--- src/rtl/sync_fifo.sv ---
// sync_fifo: single-clock FIFO with exact occupancy, threshold flags, sticky error flags and flush.
// Optional first-word-fall-through read path is compiled in with SYNC_FIFO_FWFT_EN.
module sync_fifo #(
  parameter int DATA_WIDTH   = 8,
  parameter int ADDR_WIDTH   = 4,
  parameter int AFULL_LEVEL  = 12,
  parameter int AEMPTY_LEVEL = 2
) (
  input  logic                  clk,
  input  logic                  rst,
  input  logic                  clr,
  input  logic                  we,
  input  logic [DATA_WIDTH-1:0] data,
  input  logic                  rd,
  output logic [DATA_WIDTH-1:0] q,
  output logic                  ffull,
  output logic                  fempty,
  output logic                  fafull,
  output logic                  faempty,
  output logic [ADDR_WIDTH:0]   fifo_count,
  output logic                  wack,
  output logic                  rack,
  output logic                  overflow,
  output logic                  underflow
);

  localparam int DEPTH = 1 << ADDR_WIDTH;
  localparam logic [ADDR_WIDTH:0]   DEPTH_C  = (ADDR_WIDTH+1)'(DEPTH);
  localparam logic [ADDR_WIDTH:0]   AFULL_C  = (ADDR_WIDTH+1)'(AFULL_LEVEL);
  localparam logic [ADDR_WIDTH:0]   AEMPTY_C = (ADDR_WIDTH+1)'(AEMPTY_LEVEL);
  localparam logic [ADDR_WIDTH:0]   CNT_ONE  = (ADDR_WIDTH+1)'(1);
  localparam logic [ADDR_WIDTH-1:0] PTR_ONE  = ADDR_WIDTH'(1);

  logic [DATA_WIDTH-1:0] mem [DEPTH];
  logic [ADDR_WIDTH-1:0] wr_ptr;
  logic [ADDR_WIDTH-1:0] rd_ptr;
  logic                  rd_ok;
  logic                  wr_ok;

  // Flags decode the registered count only, so they settle with the count itself.
  assign ffull   = (fifo_count == DEPTH_C);
  assign fempty  = (fifo_count == '0);
  assign fafull  = (fifo_count >= AFULL_C);
  assign faempty = (fifo_count <= AEMPTY_C);

  assign rd_ok = rd & ~fempty;
  assign wr_ok = we & (~ffull | rd_ok);

  always_ff @(posedge clk or posedge rst) begin
    if (rst) begin
      wr_ptr     <= '0;
      rd_ptr     <= '0;
      fifo_count <= '0;
      wack       <= 1'b0;
      rack       <= 1'b0;
      overflow   <= 1'b0;
      underflow  <= 1'b0;
    end else if (clr) begin
      wr_ptr     <= '0;
      rd_ptr     <= '0;
      fifo_count <= '0;
      wack       <= 1'b0;
      rack       <= 1'b0;
      overflow   <= 1'b0;
      underflow  <= 1'b0;
    end else begin
      wack <= wr_ok;
      rack <= rd_ok;
      if (wr_ok) wr_ptr <= wr_ptr + PTR_ONE;
      if (rd_ok) rd_ptr <= rd_ptr + PTR_ONE;
      if (wr_ok && !rd_ok)      fifo_count <= fifo_count + CNT_ONE;
      else if (rd_ok && !wr_ok) fifo_count <= fifo_count - CNT_ONE;
      if (we && !wr_ok) overflow  <= 1'b1;
      if (rd && fempty) underflow <= 1'b1;
    end
  end

  // Storage is not reset; the count alone decides which words are valid.
  always_ff @(posedge clk) begin
    if (wr_ok && !clr) mem[wr_ptr] <= data;
  end

`ifdef SYNC_FIFO_FWFT_EN
  assign q = mem[rd_ptr];
`else
  always_ff @(posedge clk or posedge rst) begin
    if (rst)                q <= '0;
    else if (rd_ok && !clr) q <= mem[rd_ptr];
  end
`endif

endmodule

--- config.mk ---
export PLATFORM = sky130hd
export DESIGN_NAME = sync_fifo
export DESIGN_NICKNAME = d
export VERILOG_FILES = /design/src/rtl/sync_fifo.sv
export SDC_FILE = /design/constraint.sdc
export NUM_CORES = 1
export LEC_CHECK = 0
export CORE_MARGIN = 4
export CORE_UTILIZATION = 35
export DETAILED_ROUTE_END_ITERATION = 16
export PLACE_DENSITY = 0.5
export SLEW_MARGIN = 20
export SYNTH_ARGS = -nofsm -noshare
export SYNTH_HDL_FRONTEND = slang
export SYNTH_SLANG_ARGS = --single-unit
--- constraint.sdc ---
create_clock -name clk -period 8.9 [get_ports clk]
set_clock_uncertainty 0.15 [all_clocks]
set_input_delay 1.78 -clock clk [delete_from_list [all_inputs] [get_ports clk]]
set_output_delay 1.78 -clock clk [all_outputs]
set_load 0.01 [all_outputs]
; After elaboration in Yosys (flattened, before gate mapping)
; Memory sizes are Yosys's and may differ from the RTL's. A register that Yosys moved wholly into a read port is not among the register bits.
; Index checks and enable logic that the tools add are counted.
[totals]
ff_bits = 17
ram_bits = 128
out_inout_bits = 21
wordCells = 50
memories = 1
[classes]
addsub = 4
order_cmp = 2
eq_ne = 1
mux = 15
bitwise = 5
n_reduce_logical = 15
[memory_table]
columns = memory, words, word_bits, read_ports, rd_clocked_by_memory_dff, write_ports, line_no
row1 = mem, 16, 8, 1, 1, 1, 34  ; logic [DATA_WIDTH-1:0] mem [DEPTH];
[op_table]
columns = cell, n
row1 = 4-bit 2-to-1 mux, 4
row2 = 5-bit 2-to-1 mux, 3
row3 = 4-bit by 1-bit adder with 4-bit output (second input constant), 2
row4 = 1-bit 2-to-1 mux, 8
row5 = 2-bit nonzero test, 4
row6 = 1-bit logical AND, 6
row7 = 5-bit by 1-bit adder with 5-bit output (second input constant), 1
row8 = 5-bit == test (second input constant), 1
row9 = 5-bit by 4-bit >= comparator with 1-bit output (second input constant), 1
row10 = 5-bit by 2-bit less-or-equal comparator with 1-bit output (second input constant), 1
row11 = 5-bit logical NOT, 1
row12 = 5-bit by 1-bit subtractor with 5-bit output (second input constant), 1
row13 = 1-bit logical NOT, 3
row14 = 3-bit nonzero test, 1
row15 = 1-bit bitwise AND, 2
row16 = 1-bit inverter, 2
row17 = 1-bit OR, 1

; Depth between registers and ports, before layout
[depth]
depth_word = 10
ltp_mapped = 10

; Least setup slack after synthesis
; No wires, ideal clock.
[synth_path]
path_kind = in2reg
start = input we
end = register fifo_count[4]
t_arrival_ps = 3562
required_time_ps = 8668
setup_slack_ps = 5106
cell_stages = 8
n_path_buf = 1
path_cell_list = clkbuf_1 -> inv_1 -> a211o_1 -> ha_1 -> a21oi_1 -> nand2_1 -> a211o_1 -> a31oi_1
[synth_between]
elab_chain_cells = 4
[synth_rtl]
columns = item, line_no
row1 = start: declaration, 12  ; input logic we,
row2 = 1-bit bitwise AND (*), 47  ; assign wr_ok = we & (~ffull | rd_ok);
row3 = 1-bit logical AND or 1-bit logical NOT (tied branches), "71, 72"
row4 = 5-bit 2-to-1 mux or 1-bit logical AND (tied branches), "71, 72"
row5 = 5-bit 2-to-1 mux or 3-bit nonzero test (tied branches), --
row6 = end signal: assignment, 71  ; if (wr_ok && !rd_ok) fifo_count <= fifo_count + CNT_ONE;
row7 = end signal: assignment, 72  ; else if (rd_ok && !wr_ok) fifo_count <= fifo_count - CNT_ONE;
row8 = end: declaration, 20  ; output logic [ADDR_WIDTH:0] fifo_count,
; Every way passes the cells marked *; elsewhere a longest branch is shown, timed or not.
; A chain may end at the register's enable or synchronous reset.

; Worst setup path after layout
[layout_path]
start = register fifo_count[0]
end = output ffull
[layout_between]
elab_chain_cells = 1
[layout_rtl]
columns = item, line_no
row1 = 5-bit == test, 41  ; assign ffull = (fifo_count == DEPTH_C);
row2 = end: declaration, 16  ; output logic ffull,
; No other way between the ends.

==> impl.org <==
** Outcome
- Outcome :: finished clean

** Logic synthesis
- By area the synthesized netlist is led by edfxtp_1, mux4_2, dfrtp_1.
- Share of synthesized area occupied by flip-flops and latches :: 0.710
- Yosys instantiated no cell more often than edfxtp_1.
- Number of different library cells in the post-synthesis netlist :: 42
- Synth Flop Type :: edfxtp_1
- Yosys Warn Count :: 0
- The share of synthesized area in the top cell type comes to 0.610.
- Net count of the mapped netlist :: between 300 and 400
- Syn_area_per_cell :: ~18 sq um
- Of all cell types, the one taking the most synthesized area is edfxtp_1.
- Synthesized instance count :: 347
- Sorting the synthesized cells by how often they occur yields edfxtp_1, mux4_2, nor2_1, dfrtp_1.
- Post-synth EDFFs :: 128
- After synthesis, the share of flip-flops with an asynchronous set or reset is 0.163.
- Combined area of all synthesized cells :: 0.00630 sq mm
- Synth Register Bits :: around 150

** Die
- After floorplanning, the core was divided into 48 placement rows.
- Die Height :: approximately 140 um
- Die Wd :: roughly 140 um
- Die area :: slightly above 0.02 sq mm
- 34 I/O pins were placed.
- The initial utilization of the core area, before any placement, comes to 0.360.
- In this run the standard cell core region covers roughly 0.017 sq mm.

** Clock network
- The number of hold buffers added after CTS was 0.
- Clock-pin slew was measured on the worst setup and hold paths at approximately 0.060 ns.
- Counting the buffers created by CTS gives 17.
- In this run the number of H-tree levels came out at 4.
- The tree built by TritonCTS fans out to 153 sinks.
- Buffers added to address setup during post-CTS repair amount to 0.
- Longest Clk Path Bufs :: 2
- Clock latency on the worst-skew pair, taken at its later pin, is approximately 0.41 ns.
- TritonCTS built the clock tree.
- The cell sitting at the root of the clock tree is a clkbuf_16.
- The number of gates resized after CTS was 0.

** STA
- The worst path meets setup with about 4.4 ns of slack.
- Post-route fraction of the period consumed by the critical path :: 0.505
- Final slew viol count :: 0
- RSZ-0062 raised after global routing :: no
- At the pin with the least slew margin, the transition time is about 0.88 ns.
- Setup violations remaining at the end of the flow were counted as 0.
- The number of endpoints with negative hold slack in the final report is 0.
- Counting I/O delays and the setup requirement, the final critical path takes between 4 and 5 ns.
- Summed over all failing endpoints, the final setup total negative slack is 0 ns.
- Maximum operating frequency :: 223 MHz
- Headroom to the max-slew limit came out at 0.414.
- Worst hold margin :: approximately 0.36 ns

** Final layout
- Summing all multi-input logic gate instances after layout gives ~0.0017 sq mm.
- With fillers left out, the area of the finished cells amounts to between 0.007 and 0.008 sq mm.
- Layout cell share with drive strength beyond 1 :: 0.179
- The finished layout holds ~620 standard cells, fillers aside.
- Register cell area after layout :: 0.00447 sq mm
- At the end of the flow, the number of nets in the layout was 407.
- 0 antenna diodes ended up in the layout.
- Layout area overhead :: 18.4%
- Fill cell count :: about 1.5k

** Placed design
- Placement-stage worst setup slack :: 4.39 ns
- Placed instance count :: slightly below 600
- Once detailed placement completed, the half-perimeter wirelength came to 8240 um.
- Number of port buffers :: 33
- At the end of routability-driven placement, the weighted congestion stood at 0.789.
- Area of placed instances :: roughly 0.007 sq mm

** Global route
- Largest net degree at the start of global routing :: 35
- The number of global-route vias before repair is ~3.4k.
- GRT Util Overall :: 0.138
- The first global-routing pass estimated 20400 um of wire.
- The total overflow left after global routing is 0.
- The initial antenna violation count is 0.

** Worst setup path
- Walking the worst path, the cells encountered are or4_1, nor2_1, clkdlybuf4s50_1.
- Data required time of the critical path :: roughly 7 ns
- Largest stage delay on the critical path :: roughly 0.88 ns
- Data on the critical path arrives at its endpoint at about 2.6 ns.
- Startpoint types :: flip-flop
- Crit path kind :: reg2out
- CP Max Fanout :: 15
- STA classifies the critical path endpoint as an output pin.
- The slowest stage of the critical path belongs to the cell or4_1.
- The number of cells on the worst reg-to-reg path is 7.

** Job
- The tool flagged a number of max-cap violations equal to 0.

** Routing
- Summed over all layers, the routed wires come to between 10000 and 15000 um.
- In this run the remaining antenna-violating nets after routing total 0.
- In the routed design, unresolved DRC markers number 0.
- For this block, the initial DRC count from the detailed router was between 150 and 200.
- Count of TritonRoute iterations in the first routing pass :: 4
- Dividing the detail-routed via count by the number of cells gives between 5 and 6.
- After detailed routing, the average wire length per cell comes to between 20 and 25 um.
- Via count :: 3204

** Hold path
- Worst Hold Depth :: 2
- The worst hold path belongs to the class reg2reg.

** Power
- The analysis attributes to cell leakage a power of between 2 and 2.5 nW.
- Worst IR Drop VDD :: roughly 0.16 mV
- Power density cells :: around 270 mW/mm^2
[stage by stage]
stage          utilization  total power [W]
2_1_floorplan            -          0.00113
3_3_place_gp         0.392          0.00128
3_5_place_dp         0.392          0.00128
4_1_cts              0.427          0.00203
5_1_grt              0.427          0.00210
6_report             0.427          0.00201
[routing by layer]
metal	share of wire	global-route usage	wire [um]	vias to the layer above
met5	0	0	0	-
met2	0.46	0.209	6060	98
met4	0.019	0.0525	251	0
li1	-	-	-	1446
met3	0.065	0.0360	851	17
met1	0.45	0.193	5940	1643
[flip-flops by register name (all words and copies together), names as in the netlist]
signal      cells
mem           128
q               8
wr_ptr          4
wack            1
rack            1
underflow       1
fifo_count      5
overflow        1
rd_ptr          4
[critical path: cells and delay by family (launching register included)]
family / cells / cell delay (ns)
AND/OR/NAND/NOR: 2 / 1.13
buffers and inverters: 1 / 0.57
flip-flops: 1 / 0.46
[cell usage in the layout, fill, tap and decap left out, types with 2 or more instances in the layout]
| cell type | instances |
|---|---|
| a211o_1 | 2 |
| a21oi_1 | 9 |
| and4_1 | 2 |
| buf_4 | 3 |
| bufinv_16 | 4 |
| clkbuf_1 | 4 |
| clkbuf_16 | 17 |
| clkbuf_8 | 2 |
| clkdlybuf4s50_1 | 33 |
| clkinv_2 | 3 |
| dfrtp_1 | 24 |
| edfxtp_1 | 128 |
| ha_1 | 9 |
| inv_1 | 5 |
| mux2_1 | 4 |
| mux2i_1 | 17 |
| mux4_2 | 32 |
| nand2_1 | 17 |
| nand3_1 | 6 |
| nor2_1 | 30 |
| nor2b_1 | 2 |
| o21ai_0 | 4 |
| o221ai_1 | 8 |
| or3_1 | 3 |
| xnor2_1 | 2 |
| xor2_1 | 4 |
[cell families after synthesis]
family,synth area share
AO/OA/AOI/OAI,0.0473
XOR/XNOR,0.00834
adder cells (fa/ha/maj),0.0211
buffers and inverters,0.0181
flip-flops,0.710
multiplexers,0.149
AND/OR/NAND/NOR,0.0471
[layout make-up]
type	count	share of cell area
Clock inverter	9	0.0196
Sequential cell	153	0.599
Multi-Input combinational cell	170	0.230
Inverter	6	0.00302
Tap cell	225	0.0378
Timing Repair Buffer	36	0.0473
Clock buffer	23	0.0628
[where the power goes]
part / switching, W / internal [W]
sequential: 0.0000498 / 0.000817
combinational: 0.000197 / 0.000197
clock: 0.000265 / 0.000482
[path summary, 6_finish.rpt]
kind                                     from       endpoint  slack [ns]
worst min-delay path                underflow      underflow        0.36
worst max-delay path            fifo_count[0]          ffull        4.41
max in group asynchronous                 rst      rd_ptr[1]        6.59
min in group asynchronous                 rst           rack        1.60
worst max register to register  fifo_count[0]  fifo_count[4]        5.64
worst min register to register      underflow      underflow        0.36
Power figures use the tool's default switching activity.
